`src/rtl/uart_tx_fifo.sv`:
```
// UART transmitter fed by a word FIFO; frame format (width, parity, stop bits, baud)
// is latched from the configuration inputs each time a word is popped.
module uart_tx_fifo #(
  parameter int unsigned DATA_WIDTH = 16,
  parameter int unsigned FIFO_AW    = 4,
  parameter int unsigned DIV_WIDTH  = 16
) (
  input  logic                  clk,
  input  logic                  rst,
  input  logic                  en,
  input  logic                  wr_en,
  input  logic [DATA_WIDTH-1:0] data_in,
  input  logic [4:0]            bits_per_word,
  input  logic [DIV_WIDTH-1:0]  clk_div,
  input  logic [1:0]            parity_mode,
  input  logic                  two_stop,
  output logic                  tx,
  output logic                  busy,
  output logic                  done,
  output logic                  fifo_empty,
  output logic                  fifo_full,
  output logic [FIFO_AW:0]      fifo_count,
  output logic                  overflow
);

  localparam int unsigned DEPTH = 1 << FIFO_AW;
  localparam int unsigned CW    = FIFO_AW + 1;
  localparam int unsigned BW    = 5;

  typedef enum logic [2:0] {
    S_IDLE   = 3'd0,
    S_START  = 3'd1,
    S_DATA   = 3'd2,
    S_PARITY = 3'd3,
    S_STOP   = 3'd4
  } state_e;

  state_e                state_q, state_d;
  logic [DATA_WIDTH-1:0] mem_q [DEPTH];
  logic [DATA_WIDTH-1:0] mem_d [DEPTH];
  logic [FIFO_AW-1:0]    wptr_q, wptr_d, rptr_q, rptr_d;
  logic [CW-1:0]         count_q, count_d;
  logic                  empty_q, empty_d, full_q, full_d, ovf_q, ovf_d;
  logic [DATA_WIDTH-1:0] shift_q, shift_d;
  logic [BW-1:0]         nbits_q, nbits_d, bitcnt_q, bitcnt_d;
  logic [DIV_WIDTH-1:0]  div_q, div_d, baud_q, baud_d;
  logic [1:0]            pmode_q, pmode_d;
  logic                  two_stop_q, two_stop_d, stop2_q, stop2_d;
  logic                  par_q, par_d;
  logic                  tx_q, tx_d, busy_q, busy_d, done_q, done_d;
  logic                  push_c, pop_c, par_en_c, bit_end_c;
  logic [BW-1:0]         nbits_in_c;
  logic [DIV_WIDTH-1:0]  div_in_c;

  // FIFO: a write while full is still accepted when the head is popped that cycle
  always_comb begin
    pop_c   = (state_q == S_IDLE) && en && !empty_q;
    push_c  = wr_en && (!full_q || pop_c);
    mem_d   = mem_q;
    wptr_d  = wptr_q;
    rptr_d  = rptr_q;
    ovf_d   = ovf_q;
    if (push_c) begin
      mem_d[wptr_q] = data_in;
      wptr_d        = wptr_q + FIFO_AW'(1);
    end
    if (pop_c) begin
      rptr_d = rptr_q + FIFO_AW'(1);
    end
    if (wr_en && full_q && !pop_c) begin
      ovf_d = 1'b1;
    end
    count_d = count_q + CW'(push_c) - CW'(pop_c);
    empty_d = (count_d == '0);
    full_d  = (count_d == CW'(DEPTH));
  end

  // Frame sequencer; tx/busy/done are computed one cycle ahead so they can be registered
  always_comb begin
    state_d    = state_q;
    shift_d    = shift_q;
    nbits_d    = nbits_q;
    bitcnt_d   = bitcnt_q;
    div_d      = div_q;
    pmode_d    = pmode_q;
    two_stop_d = two_stop_q;
    stop2_d    = stop2_q;
    par_d      = par_q;
    tx_d       = tx_q;
    busy_d     = busy_q;
    done_d     = 1'b0;
    par_en_c   = (pmode_q == 2'b01) || (pmode_q == 2'b10);
    bit_end_c  = (baud_q == '0);
    nbits_in_c = (bits_per_word == '0) ? BW'(1) :
                 (32'(bits_per_word) > DATA_WIDTH) ? BW'(DATA_WIDTH) : bits_per_word;
    div_in_c   = (clk_div == '0) ? DIV_WIDTH'(1) : clk_div;

    baud_d = baud_q;
    if (state_q != S_IDLE) begin
      baud_d = bit_end_c ? (div_q - DIV_WIDTH'(1)) : (baud_q - DIV_WIDTH'(1));
    end

    unique case (state_q)
      S_IDLE: begin
        tx_d   = 1'b1;
        busy_d = 1'b0;
        if (pop_c) begin
          shift_d    = mem_q[rptr_q];
          nbits_d    = nbits_in_c;
          div_d      = div_in_c;
          pmode_d    = parity_mode;
          two_stop_d = two_stop;
          baud_d     = div_in_c - DIV_WIDTH'(1);
          bitcnt_d   = '0;
          par_d      = 1'b0;
          tx_d       = 1'b0;
          busy_d     = 1'b1;
          state_d    = S_START;
        end
      end
      S_START: begin
        if (bit_end_c) begin
          tx_d    = shift_q[0];
          state_d = S_DATA;
        end
      end
      S_DATA: begin
        if (bit_end_c) begin
          par_d   = par_q ^ shift_q[0];
          shift_d = shift_q >> 1;
          if (bitcnt_q == nbits_q - BW'(1)) begin
            if (par_en_c) begin
              tx_d    = par_q ^ shift_q[0] ^ (pmode_q == 2'b10);
              state_d = S_PARITY;
            end else begin
              tx_d    = 1'b1;
              stop2_d = two_stop_q;
              state_d = S_STOP;
            end
          end else begin
            bitcnt_d = bitcnt_q + BW'(1);
            tx_d     = shift_d[0];
          end
        end
      end
      S_PARITY: begin
        if (bit_end_c) begin
          tx_d    = 1'b1;
          stop2_d = two_stop_q;
          state_d = S_STOP;
        end
      end
      S_STOP: begin
        if (bit_end_c) begin
          if (stop2_q) begin
            stop2_d = 1'b0;
          end else begin
            tx_d    = 1'b1;
            busy_d  = 1'b0;
            done_d  = 1'b1;
            state_d = S_IDLE;
          end
        end
      end
      default: begin
        state_d = S_IDLE;
      end
    endcase
  end

  always_ff @(posedge clk) begin
    mem_q <= mem_d;
    if (rst) begin
      state_q    <= S_IDLE;
      wptr_q     <= '0;
      rptr_q     <= '0;
      count_q    <= '0;
      empty_q    <= 1'b1;
      full_q     <= 1'b0;
      ovf_q      <= 1'b0;
      shift_q    <= '0;
      nbits_q    <= '0;
      bitcnt_q   <= '0;
      div_q      <= '0;
      baud_q     <= '0;
      pmode_q    <= '0;
      two_stop_q <= 1'b0;
      stop2_q    <= 1'b0;
      par_q      <= 1'b0;
      tx_q       <= 1'b1;
      busy_q     <= 1'b0;
      done_q     <= 1'b0;
    end else begin
      state_q    <= state_d;
      wptr_q     <= wptr_d;
      rptr_q     <= rptr_d;
      count_q    <= count_d;
      empty_q    <= empty_d;
      full_q     <= full_d;
      ovf_q      <= ovf_d;
      shift_q    <= shift_d;
      nbits_q    <= nbits_d;
      bitcnt_q   <= bitcnt_d;
      div_q      <= div_d;
      baud_q     <= baud_d;
      pmode_q    <= pmode_d;
      two_stop_q <= two_stop_d;
      stop2_q    <= stop2_d;
      par_q      <= par_d;
      tx_q       <= tx_d;
      busy_q     <= busy_d;
      done_q     <= done_d;
    end
  end

  assign tx         = tx_q;
  assign busy       = busy_q;
  assign done       = done_q;
  assign fifo_empty = empty_q;
  assign fifo_full  = full_q;
  assign fifo_count = count_q;
  assign overflow   = ovf_q;

endmodule

```
`config.mk`:
```
export PLATFORM = sky130hd
export DESIGN_NAME = uart_tx_fifo
export DESIGN_NICKNAME = d
export VERILOG_FILES = /design/src/rtl/uart_tx_fifo.sv
export SDC_FILE = /design/constraint.sdc
export NUM_CORES = 1
export LEC_CHECK = 0
export ABC_AREA = 0
export BUFFER_PORTS_ARGS = -buffer_cell sky130_fd_sc_hd__buf_4
export CAP_MARGIN = 20
export CORE_MARGIN = 1
export CORE_UTILIZATION = 60
export CTS_CLUSTER_DIAMETER = 60
export CTS_CLUSTER_SIZE = 25
export DETAILED_ROUTE_END_ITERATION = 7
export HOLD_SLACK_MARGIN = 0.1
export PLACE_DENSITY = 0.77
export SLEW_MARGIN = 20
export SYNTH_ARGS = -nofsm -noshare
export SYNTH_HDL_FRONTEND = slang
export SYNTH_SLANG_ARGS = --single-unit
```
`constraint.sdc`:
```
create_clock -name clk -period 6.45 [get_ports clk]
set_input_delay 0.3225 -clock clk [delete_from_list [all_inputs] [get_ports clk]]
set_output_delay 0.3225 -clock clk [all_outputs]
set_load 0.1 [all_outputs]
```
==> results.sh <==
export IMPL_min_from="data_in[11]"
export IMPL_clock_latency_ns=0.55
export IMPL_synth_seq_cells=341
export IMPL_synth_top_area_share=0.5320
export IMPL_n_antenna_cell=0
export IMPL_fp_dieH_um=157.2
export IMPL_setup_viol=0
export IMPL_power_leakage_uw=0.005398
export IMPL_place_inst=1364
export IMPL_worst_slew_pin_transition_ns=0.9964
export IMPL_drt_iter0_drc=970
export IMPL_synth_edf_count=256
export IMPL_crit_type="reg -> reg"
export IMPL_post_cts_setup_buffer_count=0
export IMPL_drive_gt1_frac=0.1838
export IMPL_track_usage=0.2636
export IMPL_cp_startpoint="state_q[1]"
export IMPL_synth_top_area_cell="edfxtp_1"
export IMPL_cts_tree="yes"
export IMPL_fin_setup_tns_ns=0
export IMPL_first_pass_iters=5
export IMPL_via_per_inst=6.231
export IMPL_clk_path_buf_depth=3
export IMPL_cp_max_fo=27
export IMPL_reg2reg_from="state_q[1]"
export IMPL_io_buffers=54
export IMPL_fin_worst_skew_ns=0.01921
export IMPL_cts_root_buf="clkbuf_16"
export IMPL_grt_pass1_wl_um=48540
export IMPL_period_share=0.5828
export IMPL_synth_commonest_cells="edfxtp_1, a21oi_1, dfxtp_1, nor2_1, nand2_1"
export IMPL_fin_area_um2=16420
export IMPL_die_area_um2=24710
export IMPL_seq_area_frac_synth=0.6498
export IMPL_syn_instance_count=1030
export IMPL_fmax_ghz=0.2660
export IMPL_drc=0
export IMPL_hold_path_class="in -> reg"
export IMPL_layout_min_cycle_time_ns=3.759
export IMPL_num_vias=8972
export IMPL_start_kind="flop"
export IMPL_slew_viol_final=0
export IMPL_synthFlopType="edfxtp_1"
export IMPL_ios=55
export IMPL_netlist_area_um2=14450
export IMPL_cp_end_kind="flop"
export IMPL_syn2layout_area_growth_pct=13.60
export IMPL_dp_slack_ns=2.744
export IMPL_critical_path_required_ns=6.90
export IMPL_ys_top_cells_by_area="edfxtp_1, dfxtp_1, mux4_2"
export IMPL_status="finished clean"
export IMPL_slew_headroom=0.3350
export IMPL_htreeDepth=1
export IMPL_drtAntennaViolNets=0
export IMPL_async_flop_share=0
export IMPL_routedWlPerCell_um=22.05
export IMPL_synth_nets=1090
export IMPL_yosysWarnings=0
export IMPL_clkSinkCount=341
export IMPL_n_fill_cell=1589
export IMPL_antenna_found_initial=0
export IMPL_dp_hpwl_um=19590
export IMPL_setup_slack_ns=2.691
export IMPL_final_nets=1163
export IMPL_numCtsBuffers=24
export IMPL_yosysMostFrequentCell="edfxtp_1"
export IMPL_wl_um=31750
export IMPL_hold_violations=0
export IMPL_ir_drop_uv=294.3
export IMPL_clkTransAtPathRegs_ns=0.09
export IMPL_start_util=0.6138
export IMPL_cts_resized_gates=0
export IMPL_dpl_cell_area_um2=15190
export IMPL_row_count=56
export IMPL_critPathArrivalTime_ns=4.21
export IMPL_rsz0062_at_grt="no"
export IMPL_gp_congestion=0.8885
export IMPL_final_cells=1440
export IMPL_p_per_area_nw_per_um2=378.5
export IMPL_grt_ovfl_total=0
export IMPL_grt_max_degree=78
export IMPL_total_power_uw=6214
export IMPL_grt_pass1_vias=8723
export IMPL_syn_avg_cell_area_um2=14.03
export IMPL_yosys_cell_types_count=64
export IMPL_fp_dieW_um=157.2
export IMPL_coreArea_um2=23540
export IMPL_r2r_setup_slack_ns=2.69
export IMPL_cap_violations=0
-- stage by stage --
step / utilization / hold slack [ns]
floorplan: - / 0.4214
global placement: 0.6453 / 0.4433
detailed placement: 0.6453 / 0.4465
CTS: 0.6965 / 0.1044
global route: 0.6973 / 0.1106
finish: 0.6973 / 0.1069
-- where the power goes --
part	leakage, µW	total, µW	internal [µW]	switching [µW]
logic	0.00196	1790	708	1080
clock network	0.000433	1690	847	842
registers	0.00301	2740	2540	197
total	0.00540	6210	4100	2120
-- cells in the final DEF (no fill, tap or decap), types with 3 or more instances in the layout --
| cell type | instances |
|---|---|
| edfxtp_1 | 256 |
| a21oi_1 | 90 |
| dfxtp_1 | 83 |
| nand2_1 | 81 |
| nor2_1 | 75 |
| buf_4 | 69 |
| mux4_2 | 64 |
| o21ai_0 | 39 |
| dlygate4sd3_1 | 31 |
| inv_1 | 29 |
| clkbuf_16 | 25 |
| xor2_1 | 20 |
| xnor2_1 | 20 |
| mux2i_1 | 20 |
| nor3_1 | 15 |
| a22oi_1 | 15 |
| ha_1 | 15 |
| a211oi_1 | 12 |
| nand2b_1 | 11 |
| nor2b_1 | 9 |
| nor2_2 | 9 |
| or3_1 | 8 |
| nor4_1 | 8 |
| nor3_2 | 7 |
| nand4_1 | 6 |
| nand3b_1 | 6 |
| o31ai_1 | 6 |
| or4_1 | 5 |
| and3_1 | 5 |
| nand3_1 | 5 |
| clkinv_8 | 5 |
| nor3b_1 | 4 |
| a31oi_1 | 3 |
| a21o_1 | 3 |
| o211a_1 | 3 |
| o311ai_0 | 3 |
| o41ai_1 | 3 |
| clkinv_4 | 3 |
| inv_8 | 3 |
-- metal layers --
layer	up-vias	routed length [µm]	track usage
li1	4076	-	-
met1	4478	12600	0.3468
met2	355	16130	0.4532
met3	63	2093	0.03744
met4	0	923	0.08645
met5	-	0	0
-- final timing paths --
| path | to | cells past startpoint |
|---|---|---|
| max | fifo_full | 13 |
| min | mem_q[155] | 1 |
| max reg2reg | fifo_full | 13 |
| min reg2reg | shift_q[2] | 2 |
-- registers in the layout, indices dropped and copies added (netlist names) --
signal	count
mem_q	256
state_q	3
stop2_q	1
fifo_full	1
par_q	1
fifo_count	5
nbits_q	5
bitcnt_q	5
shift_q	16
busy	1
rptr_q	4
overflow	1
pmode_q	2
wptr_q	4
baud_q	16
fifo_empty	1
tx	1
div_q	16
two_stop_q	1
done	1
-- worst max-delay path, cell delays in order (launching register included) --
cell and delay, ns:
dfxtp_1 0.59, nor3_2 0.69, nand2_1 0.19, a21boi_2 0.43
inv_1 0.10, ha_1 0.29, inv_1 0.04, ha_1 0.20
fa_1 0.41, a21o_1 0.18, a21oi_1 0.17, xnor2_1 0.13
nor2_1 0.08, and2_1 0.18
-- kinds of logic (layout without fill, tap and decap cells) --
kind of cell	count (synthesis)	after routing	share of synthesized area
flip-flops	341	341	0.6498
AND/OR/NAND/NOR	264	264	0.08849
AO/OA/AOI/OAI	201	201	0.08589
multiplexers	84	84	0.1136
buffers and inverters	84	175	0.02364
XOR/XNOR	40	40	0.02424
adder cells (fa/ha/maj)	16	16	0.01437
-- final cells by class --
class                      instances  area [µm²]  area share
inverter                          30       112.6    0.006860
clock buffer                      26       629.4     0.03834
tap                              319       399.1     0.02431
clock inverter                    18       266.5     0.01623
multi-input combinational        605        4771      0.2906
sequential                       341        9394      0.5723
timing repair buffer             101       843.3     0.05137
-- timing repair --
item                                    4_1_cts  5_1_grt
endpoints found under the setup margin        0        0
hold buffers                                 31        0
endpoints found under the hold margin       105        0
Note: power is estimated with default switching activity, not from simulation.
